<file path="config.mk">
export PLATFORM = sky130hd
export DESIGN_NAME = exe_unit_sched_flat
export DESIGN_NICKNAME = d
export VERILOG_FILES = /design/src/rtl/exe_unit_pkg.sv /design/src/rtl/exe_unit_sched_if.sv /design/src/rtl/exe_unit_sched_rr_arbiter.sv /design/src/rtl/exe_unit_sched.sv /design/src/flat_wrapper.sv
export SDC_FILE = /design/constraint.sdc
export NUM_CORES = 1
export LEC_CHECK = 0
export BUFFER_PORTS_ARGS = -buffer_cell sky130_fd_sc_hd__buf_2
export CAP_MARGIN = 20
export CORE_MARGIN = 5
export CORE_UTILIZATION = 46
export CTS_CLUSTER_DIAMETER = 100
export DETAILED_ROUTE_END_ITERATION = 12
export PLACE_DENSITY = 0.75
export SYNTH_ARGS = -nofsm -noshare
export SYNTH_HDL_FRONTEND = slang
export SYNTH_SLANG_ARGS = --single-unit
</file>
<file path="constraint.sdc">
create_clock -name i_clk -period 3.3 [get_ports i_clk]
set_input_delay 0.33 -clock i_clk [delete_from_list [all_inputs] [get_ports i_clk]]
set_output_delay 0.33 -clock i_clk [all_outputs]
set_load 0.01 [all_outputs]
</file>
<file path="src/rtl/exe_unit_pkg.sv">
// Shared types and constants for the exe unit and its request scheduler.
package exe_unit_pkg;

  localparam int unsigned STATUS_W       = 4;
  localparam int unsigned STATUS_ERR_BIT = 3;
  localparam int unsigned OPER_W         = 2;

  typedef logic [OPER_W-1:0] oper_t;

  typedef enum logic [1:0] {
    IDLE = 2'd0,
    EXEC = 2'd1,
    RESP = 2'd2
  } sched_state_t;

endpackage

</file>
<file path="src/rtl/exe_unit_sched_if.sv">
// Bundle of requester, exe-unit and response signals around the scheduler.
interface exe_unit_sched_if #(
  parameter int unsigned ARG_BYTES = 4,
  parameter int unsigned NUM_REQ   = 4
);
  import exe_unit_pkg::*;

  localparam int unsigned ID_W = $clog2(NUM_REQ);

  logic [NUM_REQ-1:0]           i_req_valid;
  logic [NUM_REQ*OPER_W-1:0]    i_req_oper;
  logic [NUM_REQ*ARG_BYTES-1:0] i_req_argA;
  logic [NUM_REQ*ARG_BYTES-1:0] i_req_argB;
  logic [NUM_REQ-1:0]           o_req_ready;

  oper_t                        o_alu_oper;
  logic [ARG_BYTES-1:0]         o_alu_argA;
  logic [ARG_BYTES-1:0]         o_alu_argB;
  logic [ARG_BYTES-1:0]         i_alu_result;
  logic [STATUS_W-1:0]          i_alu_status;

  logic                         o_rsp_valid;
  logic                         i_rsp_ready;
  logic [ID_W-1:0]              o_rsp_id;
  logic [ARG_BYTES-1:0]         o_rsp_result;
  logic [STATUS_W-1:0]          o_rsp_status;
  logic                         o_busy;

  // Scheduler side.
  modport slave (
    input  i_req_valid, i_req_oper, i_req_argA, i_req_argB,
    output o_req_ready,
    output o_alu_oper, o_alu_argA, o_alu_argB,
    input  i_alu_result, i_alu_status,
    output o_rsp_valid, o_rsp_id, o_rsp_result, o_rsp_status, o_busy,
    input  i_rsp_ready
  );

  // Requester / exe unit / consumer side.
  modport master (
    output i_req_valid, i_req_oper, i_req_argA, i_req_argB,
    input  o_req_ready,
    input  o_alu_oper, o_alu_argA, o_alu_argB,
    output i_alu_result, i_alu_status,
    input  o_rsp_valid, o_rsp_id, o_rsp_result, o_rsp_status, o_busy,
    output i_rsp_ready
  );

endinterface

</file>
<file path="src/rtl/exe_unit_sched_rr_arbiter.sv">
// Combinational round-robin arbiter: first request at or after ptr, with wrap.
module rr_arbiter #(
  parameter  int unsigned NUM_REQ = 4,
  localparam int unsigned ID_W    = $clog2(NUM_REQ)
) (
  input  logic [NUM_REQ-1:0] req,
  input  logic [ID_W-1:0]    ptr,
  output logic [NUM_REQ-1:0] grant,
  output logic [ID_W-1:0]    idx,
  output logic               any
);

  logic [31:0]     pos_w;
  logic [ID_W-1:0] pos;

  // Walk upward from ptr, wrapping at NUM_REQ, and take the first request seen.
  always_comb begin
    grant = '0;
    idx   = '0;
    any   = 1'b0;
    pos_w = '0;
    pos   = '0;
    for (int unsigned i = 0; i < NUM_REQ; i++) begin
      pos_w = 32'(ptr) + 32'(i);
      if (pos_w >= 32'(NUM_REQ)) begin
        pos_w = pos_w - 32'(NUM_REQ);
      end
      pos = ID_W'(pos_w);
      if (!any && req[pos]) begin
        any        = 1'b1;
        idx        = pos;
        grant[pos] = 1'b1;
      end
    end
  end

endmodule

</file>
<file path="src/rtl/exe_unit_sched.sv">
// Round-robin scheduler sharing one exe unit between NUM_REQ requesters.
module exe_unit_sched
  import exe_unit_pkg::*;
#(
  parameter int unsigned ARG_BYTES = 4,
  parameter int unsigned NUM_REQ   = 4,
  parameter int unsigned ALU_LAT   = 1
) (
  input logic             i_clk,
  input logic             i_rsn,
  exe_unit_sched_if.slave bus
);

  localparam int unsigned ID_W  = $clog2(NUM_REQ);
  localparam int unsigned CNT_W = $clog2(ALU_LAT + 1);

  sched_state_t         state;
  logic [ID_W-1:0]      rr_ptr;
  logic [CNT_W-1:0]     cnt;
  logic [ID_W-1:0]      id_q;

  oper_t                alu_oper_q;
  logic [ARG_BYTES-1:0] alu_argA_q;
  logic [ARG_BYTES-1:0] alu_argB_q;

  logic                 rsp_valid_q;
  logic [ID_W-1:0]      rsp_id_q;
  logic [ARG_BYTES-1:0] rsp_result_q;
  logic [STATUS_W-1:0]  rsp_status_q;

  logic [NUM_REQ-1:0]   grant_oh;
  logic [ID_W-1:0]      grant_idx;
  logic                 grant_any;

  oper_t                sel_oper;
  logic [ARG_BYTES-1:0] sel_argA;
  logic [ARG_BYTES-1:0] sel_argB;

  rr_arbiter #(
    .NUM_REQ (NUM_REQ)
  ) u_arb (
    .req   (bus.i_req_valid),
    .ptr   (rr_ptr),
    .grant (grant_oh),
    .idx   (grant_idx),
    .any   (grant_any)
  );

  // Operand mux for the granted requester slot.
  always_comb begin
    sel_oper = '0;
    sel_argA = '0;
    sel_argB = '0;
    for (int unsigned i = 0; i < NUM_REQ; i++) begin
      if (grant_idx == ID_W'(i)) begin
        sel_oper = bus.i_req_oper[i*OPER_W +: OPER_W];
        sel_argA = bus.i_req_argA[i*ARG_BYTES +: ARG_BYTES];
        sel_argB = bus.i_req_argB[i*ARG_BYTES +: ARG_BYTES];
      end
    end
  end

  // Scheduler FSM: grant in IDLE, hold operands for ALU_LAT cycles, then respond.
  always_ff @(posedge i_clk) begin
    if (i_rsn) begin
      state        <= IDLE;
      rr_ptr       <= '0;
      cnt          <= '0;
      id_q         <= '0;
      alu_oper_q   <= '0;
      alu_argA_q   <= '0;
      alu_argB_q   <= '0;
      rsp_valid_q  <= 1'b0;
      rsp_id_q     <= '0;
      rsp_result_q <= '0;
      rsp_status_q <= '0;
    end else begin
      case (state)
        IDLE: begin
          if (grant_any) begin
            alu_oper_q <= sel_oper;
            alu_argA_q <= sel_argA;
            alu_argB_q <= sel_argB;
            id_q       <= grant_idx;
            cnt        <= '0;
            state      <= EXEC;
          end
        end
        EXEC: begin
          cnt <= cnt + CNT_W'(1);
          if (cnt == CNT_W'(ALU_LAT - 1)) begin
            rsp_result_q <= bus.i_alu_result;
            rsp_status_q <= bus.i_alu_status;
            rsp_id_q     <= id_q;
            rsp_valid_q  <= 1'b1;
            alu_oper_q   <= '0;
            alu_argA_q   <= '0;
            alu_argB_q   <= '0;
            state        <= RESP;
          end
        end
        RESP: begin
          if (bus.i_rsp_ready) begin
            rsp_valid_q <= 1'b0;
            rr_ptr      <= (id_q == ID_W'(NUM_REQ - 1)) ? '0 : id_q + ID_W'(1);
            state       <= IDLE;
          end
        end
        default: state <= IDLE;
      endcase
    end
  end

  // Grant is only visible while idle and out of reset.
  assign bus.o_req_ready  = (state == IDLE && !i_rsn) ? grant_oh : '0;

  assign bus.o_alu_oper   = alu_oper_q;
  assign bus.o_alu_argA   = alu_argA_q;
  assign bus.o_alu_argB   = alu_argB_q;

  assign bus.o_rsp_valid  = rsp_valid_q;
  assign bus.o_rsp_id     = rsp_id_q;
  assign bus.o_rsp_result = rsp_result_q;
  assign bus.o_rsp_status = rsp_status_q;
  assign bus.o_busy       = (state != IDLE);

endmodule
</file>
<file path="src/flat_wrapper.sv">
// flat-port wrapper written by rule: the top's interface ports become plain ports
module exe_unit_sched_flat import exe_unit_pkg::*;
#(
  parameter int unsigned ARG_BYTES = 4,
  parameter int unsigned NUM_REQ   = 4,
  parameter int unsigned ALU_LAT   = 1
)
  (i_clk, i_rsn, bus_i_req_valid, bus_i_req_oper, bus_i_req_argA, bus_i_req_argB, bus_o_req_ready, bus_o_alu_oper, bus_o_alu_argA, bus_o_alu_argB, bus_i_alu_result, bus_i_alu_status, bus_o_rsp_valid, bus_o_rsp_id, bus_o_rsp_result, bus_o_rsp_status, bus_o_busy, bus_i_rsp_ready);
  exe_unit_sched_if #(.ARG_BYTES(ARG_BYTES), .NUM_REQ(NUM_REQ)) bus_i ();
  input logic i_clk;
  input logic i_rsn;
  input wire logic [$bits(bus_i.i_req_valid)-1:0] bus_i_req_valid;
  input wire logic [$bits(bus_i.i_req_oper)-1:0] bus_i_req_oper;
  input wire logic [$bits(bus_i.i_req_argA)-1:0] bus_i_req_argA;
  input wire logic [$bits(bus_i.i_req_argB)-1:0] bus_i_req_argB;
  output wire logic [$bits(bus_i.o_req_ready)-1:0] bus_o_req_ready;
  output wire logic [$bits(bus_i.o_alu_oper)-1:0] bus_o_alu_oper;
  output wire logic [$bits(bus_i.o_alu_argA)-1:0] bus_o_alu_argA;
  output wire logic [$bits(bus_i.o_alu_argB)-1:0] bus_o_alu_argB;
  input wire logic [$bits(bus_i.i_alu_result)-1:0] bus_i_alu_result;
  input wire logic [$bits(bus_i.i_alu_status)-1:0] bus_i_alu_status;
  output wire logic [$bits(bus_i.o_rsp_valid)-1:0] bus_o_rsp_valid;
  output wire logic [$bits(bus_i.o_rsp_id)-1:0] bus_o_rsp_id;
  output wire logic [$bits(bus_i.o_rsp_result)-1:0] bus_o_rsp_result;
  output wire logic [$bits(bus_i.o_rsp_status)-1:0] bus_o_rsp_status;
  output wire logic [$bits(bus_i.o_busy)-1:0] bus_o_busy;
  input wire logic [$bits(bus_i.i_rsp_ready)-1:0] bus_i_rsp_ready;
  assign bus_i.i_req_valid = bus_i_req_valid;
  assign bus_i.i_req_oper = bus_i_req_oper;
  assign bus_i.i_req_argA = bus_i_req_argA;
  assign bus_i.i_req_argB = bus_i_req_argB;
  assign bus_o_req_ready = bus_i.o_req_ready;
  assign bus_o_alu_oper = bus_i.o_alu_oper;
  assign bus_o_alu_argA = bus_i.o_alu_argA;
  assign bus_o_alu_argB = bus_i.o_alu_argB;
  assign bus_i.i_alu_result = bus_i_alu_result;
  assign bus_i.i_alu_status = bus_i_alu_status;
  assign bus_o_rsp_valid = bus_i.o_rsp_valid;
  assign bus_o_rsp_id = bus_i.o_rsp_id;
  assign bus_o_rsp_result = bus_i.o_rsp_result;
  assign bus_o_rsp_status = bus_i.o_rsp_status;
  assign bus_o_busy = bus_i.o_busy;
  assign bus_i.i_rsp_ready = bus_i_rsp_ready;
  exe_unit_sched #(.ARG_BYTES(ARG_BYTES), .NUM_REQ(NUM_REQ), .ALU_LAT(ALU_LAT)) u_core (.i_clk(i_clk), .i_rsn(i_rsn), .bus(bus_i));
endmodule
</file>
### Word-level counts from Yosys, hierarchy flattened

Index checks and enable logic that the tools add are counted.

* word-level logic and storage cells: 132
* flip-flop bits (word level): 28

* reductions and logical operators: 24
* magnitude comparators: 12
* bitwise logic cells: 4
* $add $sub $neg: 9
* muxes and demuxes: 63
* eq/ne operators: 9

Operator list (count)
* 2-to-1 mux 4 bit: 16
* 2-to-1 mux 2 bit: 18
* case mux 4 bit (2 select lines): 2
* 2-to-1 mux 1 bit: 15
* less-than comparator 2 x 3 -> 1 bit (second input constant): 4
* bitwise OR 4 bit: 3
* greater-or-equal comparator 3 bit (second input constant): 3
* AND reduction 3 bit: 3
* binary-select mux 1 bit (select 2 bit): 4
* demux 1 bit (select 2 bit): 4
* equality test 2 bit (second input constant): 4
* greater-or-equal comparator 2 x 1 -> 1 bit (second input constant): 4
* logical AND 1 bit: 8
* AND reduction 2 bit: 4
* subtractor 2 x 1 -> 2 bit (second input constant): 4
* adder 2 x 2 -> 3 bit (second input constant): 2
* case mux 2 bit (3 select lines): 1
* nonzero test 2 bit: 3
* equality test 2 x 1 -> 1 bit (second input constant): 2
* zero test 1 bit: 4
* zero test 2 bit: 2
* inequality test 2 bit (second input constant): 2
* case mux 1 bit (2 select lines): 2
* case mux 2 bit (2 select lines): 1
* 6 further kinds: 6

### Depth between registers and ports, before layout

* depth in word-level cells: 21
* gate-level depth with buffers: 12
* gate-level depth less buffers: 8

### By module

From an unflattened synthesis, not the netlist that was laid out.

* cell total of the unflattened synthesis: 186
* area, all modules: 1826.8 um^2

Modules (own cells, without submodules)
* exe_unit_sched: sequential area each 560.5 um^2, cells an instance 141, times used 1, area an instance 1405.1 um^2
* rr_arbiter: sequential area each 0.0 um^2, cells an instance 45, times used 1, area an instance 421.7 um^2

### Worst setup path before layout

Ideal clock, no wire load.

* path kind: register -> register
* from: register u_core.rr_ptr[0]
* to: register u_core.alu_argB_q[3], in the netlist u_core.bus.o_alu_argB[3]
* buffers on the path: 3
* stages on the path, launching flop included: 12
* path slack: 0.608 ns
* period minus slack after synthesis: 2.692 ns
* data required time: 3.231 ns
* data arrival time: 2.623 ns
* library setup time: 0.069 ns
* path through: dfxtp_1 buf_6 buf_2 inv_1 ha_1 clkbuf_4 mux2i_1 a22oi_1 nor4b_2 nor3b_2 o221ai_1 o21ai_1

* word-level cells in the longest chain between the ends: 21
* elaborated cells between the ends (all ways): 49

RTL lines
* start, declared: line exe_unit_sched.sv:18 `logic [ID_W-1:0] rr_ptr;`
* start signal, assigned: line exe_unit_sched.sv:105 `rr_ptr <= (id_q == ID_W'(NUM_REQ - 1)) ? '0 : id_q + ID_W'(1);`
* branches (longest 21 deep; another with adder 2 x 1 -> 3 bit)
* end signal, assigned: line exe_unit_sched.sv:83 `alu_argB_q <= sel_argB;`
* end, declared: line exe_unit_sched.sv:24 `logic [ARG_BYTES-1:0] alu_argB_q;`

Several ways; the timed one is not identified. The select of a mux whose other input is x is not followed.
A chain may end at the register's enable or synchronous reset.

### Final worst setup path

* from: register u_core.rr_ptr[0]
* to: output port bus_o_req_ready[1]

* word-level cells in the longest chain between the ends: 15
* elaborated cells between the ends (all ways): 60

RTL lines
* branches (longest 13 deep; another with adder 2 x 1 -> 3 bit)
* 2-to-1 mux 4 bit *: line exe_unit_sched_rr_arbiter.sv:29 `if (!any && req[pos]) begin`
* 2-to-1 mux 4 bit *: line exe_unit_sched.sv:115 `assign bus.o_req_ready = (state == IDLE && !i_rsn) ? grant_oh : '0;`
* end, declared: line flat_wrapper.sv:16 `output wire logic [$bits(bus_i.o_req_ready)-1:0] bus_o_req_ready;`

Every way passes the cells marked *. The select of a mux whose other input is x is not followed.

==> metrics.txt <==
share of cells above drive strength 1 28.90%; FFs w/ async S/R, synth 0%; max_cap viols 0; Setup crit start kind register; Final Skew ~0.0015 ns; dpl ws approximately 0.55 ns; Register Area roughly 560 sq um; PwrDens around 400 mW/mm^2; number of different library cells in the post-synthesis netlist 46; Vias per Instance between 5 and 6; clk sink count 28; Initial Util a little under half; Final TNS setup 0 ns; Worst Hold End u_core.bus.o_rsp_result[2]; top-area cell type share of the netlist area between 20 and 30%; core area around 0.0046 sq mm; Top Metal Used met4; RSZ-0062 raised after global routing false; Num CTS Buffers 3; number of setup violations in the final report 0; I/O pin cnt slightly above 80; VDD IR max 0.0003154 V; Final Hold Viols 0; total gr overflow 0; Worst-path clk slew approximately 0.10 ns; Post-Synth XOR/XNOR Area 0%; Slew Limit Fails 0; worst path required time slightly below 3 ns; Antenna diodes 0; Bufs on Longest Clock Path 2; Yosys warnings 0; fin crit share between 90% and 100%; final routed DRC violation total 0; flop2flop setup slack 0.54 ns; status complete, no violations; Worst Setup SP u_core.rr_ptr[0]; worst flop-to-flop path startpoint u_core.rr_ptr[0]; largest net degree at the start of global routing 49; number of synthesized register bits 28; Multi-input gate area about 0.0014 sq mm; via count of the routed design about 2,300; post-DP HPWL 4436 um; Routed WL per cell ~15 um; Die Span Y roughly 80 um; Hold-fix buffers, CTS 0; Met3 Wirelength ~420 um; most frequent CP cell o21ai_0; Seq/Total Area, Yosys between 20% and 30%; CTS tree yes; crit-path cells inv_1 -> ha_1 -> nand2b_1 -> o21ai_0 -> a32oi_1 -> o21ai_0 -> a221oi_1 -> nor2_1 -> buf_2; Hold Crit Start bus_i_alu_result[2]; CP max stage cell ha_1; initial antenna violation count 0; cts repair resizes 0; port bufs 80; htree depth 1; DRT met1 WL around 2700 um; Max-Slew Margin vs Limit between 40% and 50%; leading area contributor after synthesis dfxtp_1; Reg2Reg Capture Point u_core.bus.o_alu_argB[0]; slowest stage delay, CP approximately 0.49 ns; Tightest Hold Check Type in -> reg; vias in the first global route roughly 2,100; critical path endpoint category output port; Final WS setup between 0.2 and 0.3 ns; clock tree root buffer cell clkbuf_8; number of flops mapped to enable cells by yosys 0; worst skew pair latency around 0.28 ns; met2 wire len around 2800 um; Max Freq ~0.33 GHz; Top FF cell, synth dfxtp_1; Compound-Gate Fraction of Synth Area between 20% and 30%; Starting DRT DRC Count 122; Area Overhead vs Synth 21.29%; Post-CTS Setup Bufs 0; Slew @ Worst Pin ~0.75 ns; Synth Area in Adders about 4.6%; worst-path fanout max 12; minimum clock period slightly above 3 ns; Synth area leaders dfxtp_1 26%, mux2i_1 6.5%, a21oi_1 6.0%, nand2_1 5.9%, ha_1 4.6%; Die Area a little over 0.006 sq mm; reg2reg path depth 7; NumNets Final just over 400; GRT Total Usage roughly a fifth; commonest non-fill, non-tap cell in the layout buf_2; Post-Syn Instances between 200 and 300; Crit Path Class reg -> out; most frequent cells in the layout 80 x buf_2, 34 x nand2_1, 27 x dfxtp_1; first-pass GRT wire length 9577 um; total wire length 5885 um; Detailed Routing Iterations Pass 1 4; largest family of logic cells by synthesized area compound AO/OA/AOI/OAI gates; mux share of post-synthesis cell area 9.629%; antenna viol nets, final 0; WP data arrival between 2 and 3 ns; gp weighted congestion 0.8196; Syn Nets around 340; post-synthesis simple-gate area fraction approximately 22%; row cnt 25; final design utilization 56.51%; Die X slightly below 80 um; Leak about 1.1 nW; Cell Area, Synth 0.002157 sq mm; Avg Synthesized Cell Area between 7 and 8 sq um; fill count about 460; hold path depth 3
-- layout make-up --
class | count | share of cell area, %
Tap cell | 54 | 2.582
Clock inverter | 1 | 1.148
Multi-Input combinational cell | 214 | 54.33
Clock buffer | 3 | 1.578
Timing Repair Buffer | 85 | 16.74
Sequential cell | 28 | 21.47
Inverter | 15 | 2.152
-- per-layer routing --
metal  up-vias  track usage [%]
li1       1169                -
met1      1058            23.65
met3         2            4.128
met4         0            1.573
met5         -                0
met2        72            33.39
-- synthesized netlist by cell type, types with 2 or more instances --
cell type / n
a21o_1: 2
buf_2: 5
buf_4: 2
a21oi_1: 26
buf_1: 4
a211oi_1: 2
o22a_1: 10
or3_1: 3
nor3_1: 14
nand3b_1: 3
clkbuf_1: 9
nand2_1: 34
inv_1: 15
mux4_2: 3
dfxtp_1: 28
a32oi_1: 11
a221oi_1: 4
a22oi_1: 6
o21ai_0: 10
nor2_1: 20
mux2i_1: 14
buf_6: 2
o21ai_1: 12
a2111oi_0: 2
nand2b_1: 2
o22ai_1: 9
ha_1: 8
nand3_1: 2
-- through the flow --
step,cell area (sq um),hold WS [ns],power (mW),instances
2_1_floorplan,2157,0.4490,0.6584,280
3_3_place_gp,2545,0.4390,0.7801,396
3_5_place_dp,2545,0.4440,0.7868,396
4_1_cts,2616,0.2651,1.063,400
5_1_grt,2616,0.2764,1.124,400
6_report,2616,0.2805,1.050,400
-- critical path: cells and delay by family (launching register included) --
family	cells	cell delay [ns]
compound gates	4	0.96
fa+ha+maj	1	0.49
simple gates	2	0.38
flops	1	0.34
buf+inv	2	0.26
-- state kept, by name, indices dropped and copies added, names as in the netlist, 2 cells and up --
register                 count
u_core.bus.o_alu_argA        4
u_core.bus.o_alu_oper        2
u_core.rr_ptr                2
u_core.id_q                  2
u_core.bus.o_rsp_id          2
u_core.bus.o_rsp_status      4
u_core.bus.o_alu_argB        4
u_core.bus.o_rsp_result      4
u_core.state                 2
-- how the worst max path moves through the flow --
stage	slack, ns	end
after CTS	0.29	bus_o_req_ready[1]
after global placement	0.57	u_core.bus.o_alu_oper[0]
after detailed placement	0.55	u_core.bus.o_alu_argB[0]
after global routing	0.09	bus_o_req_ready[1]
after floorplan	0.61	u_core.bus.o_alu_argB[3]
final	0.26	bus_o_req_ready[1]
-- where the power goes --
group,switching [mW],internal [mW]
registers,0.0257,0.383
clock network,0.110,0.163
logic,0.213,0.155
-- logic make-up after synthesis --
logic type | count (synthesis)
compound gates | 97
simple gates | 92
buf+inv | 38
flops | 28
mux | 17
fa+ha+maj | 8
Power figures use the tool's default switching activity.
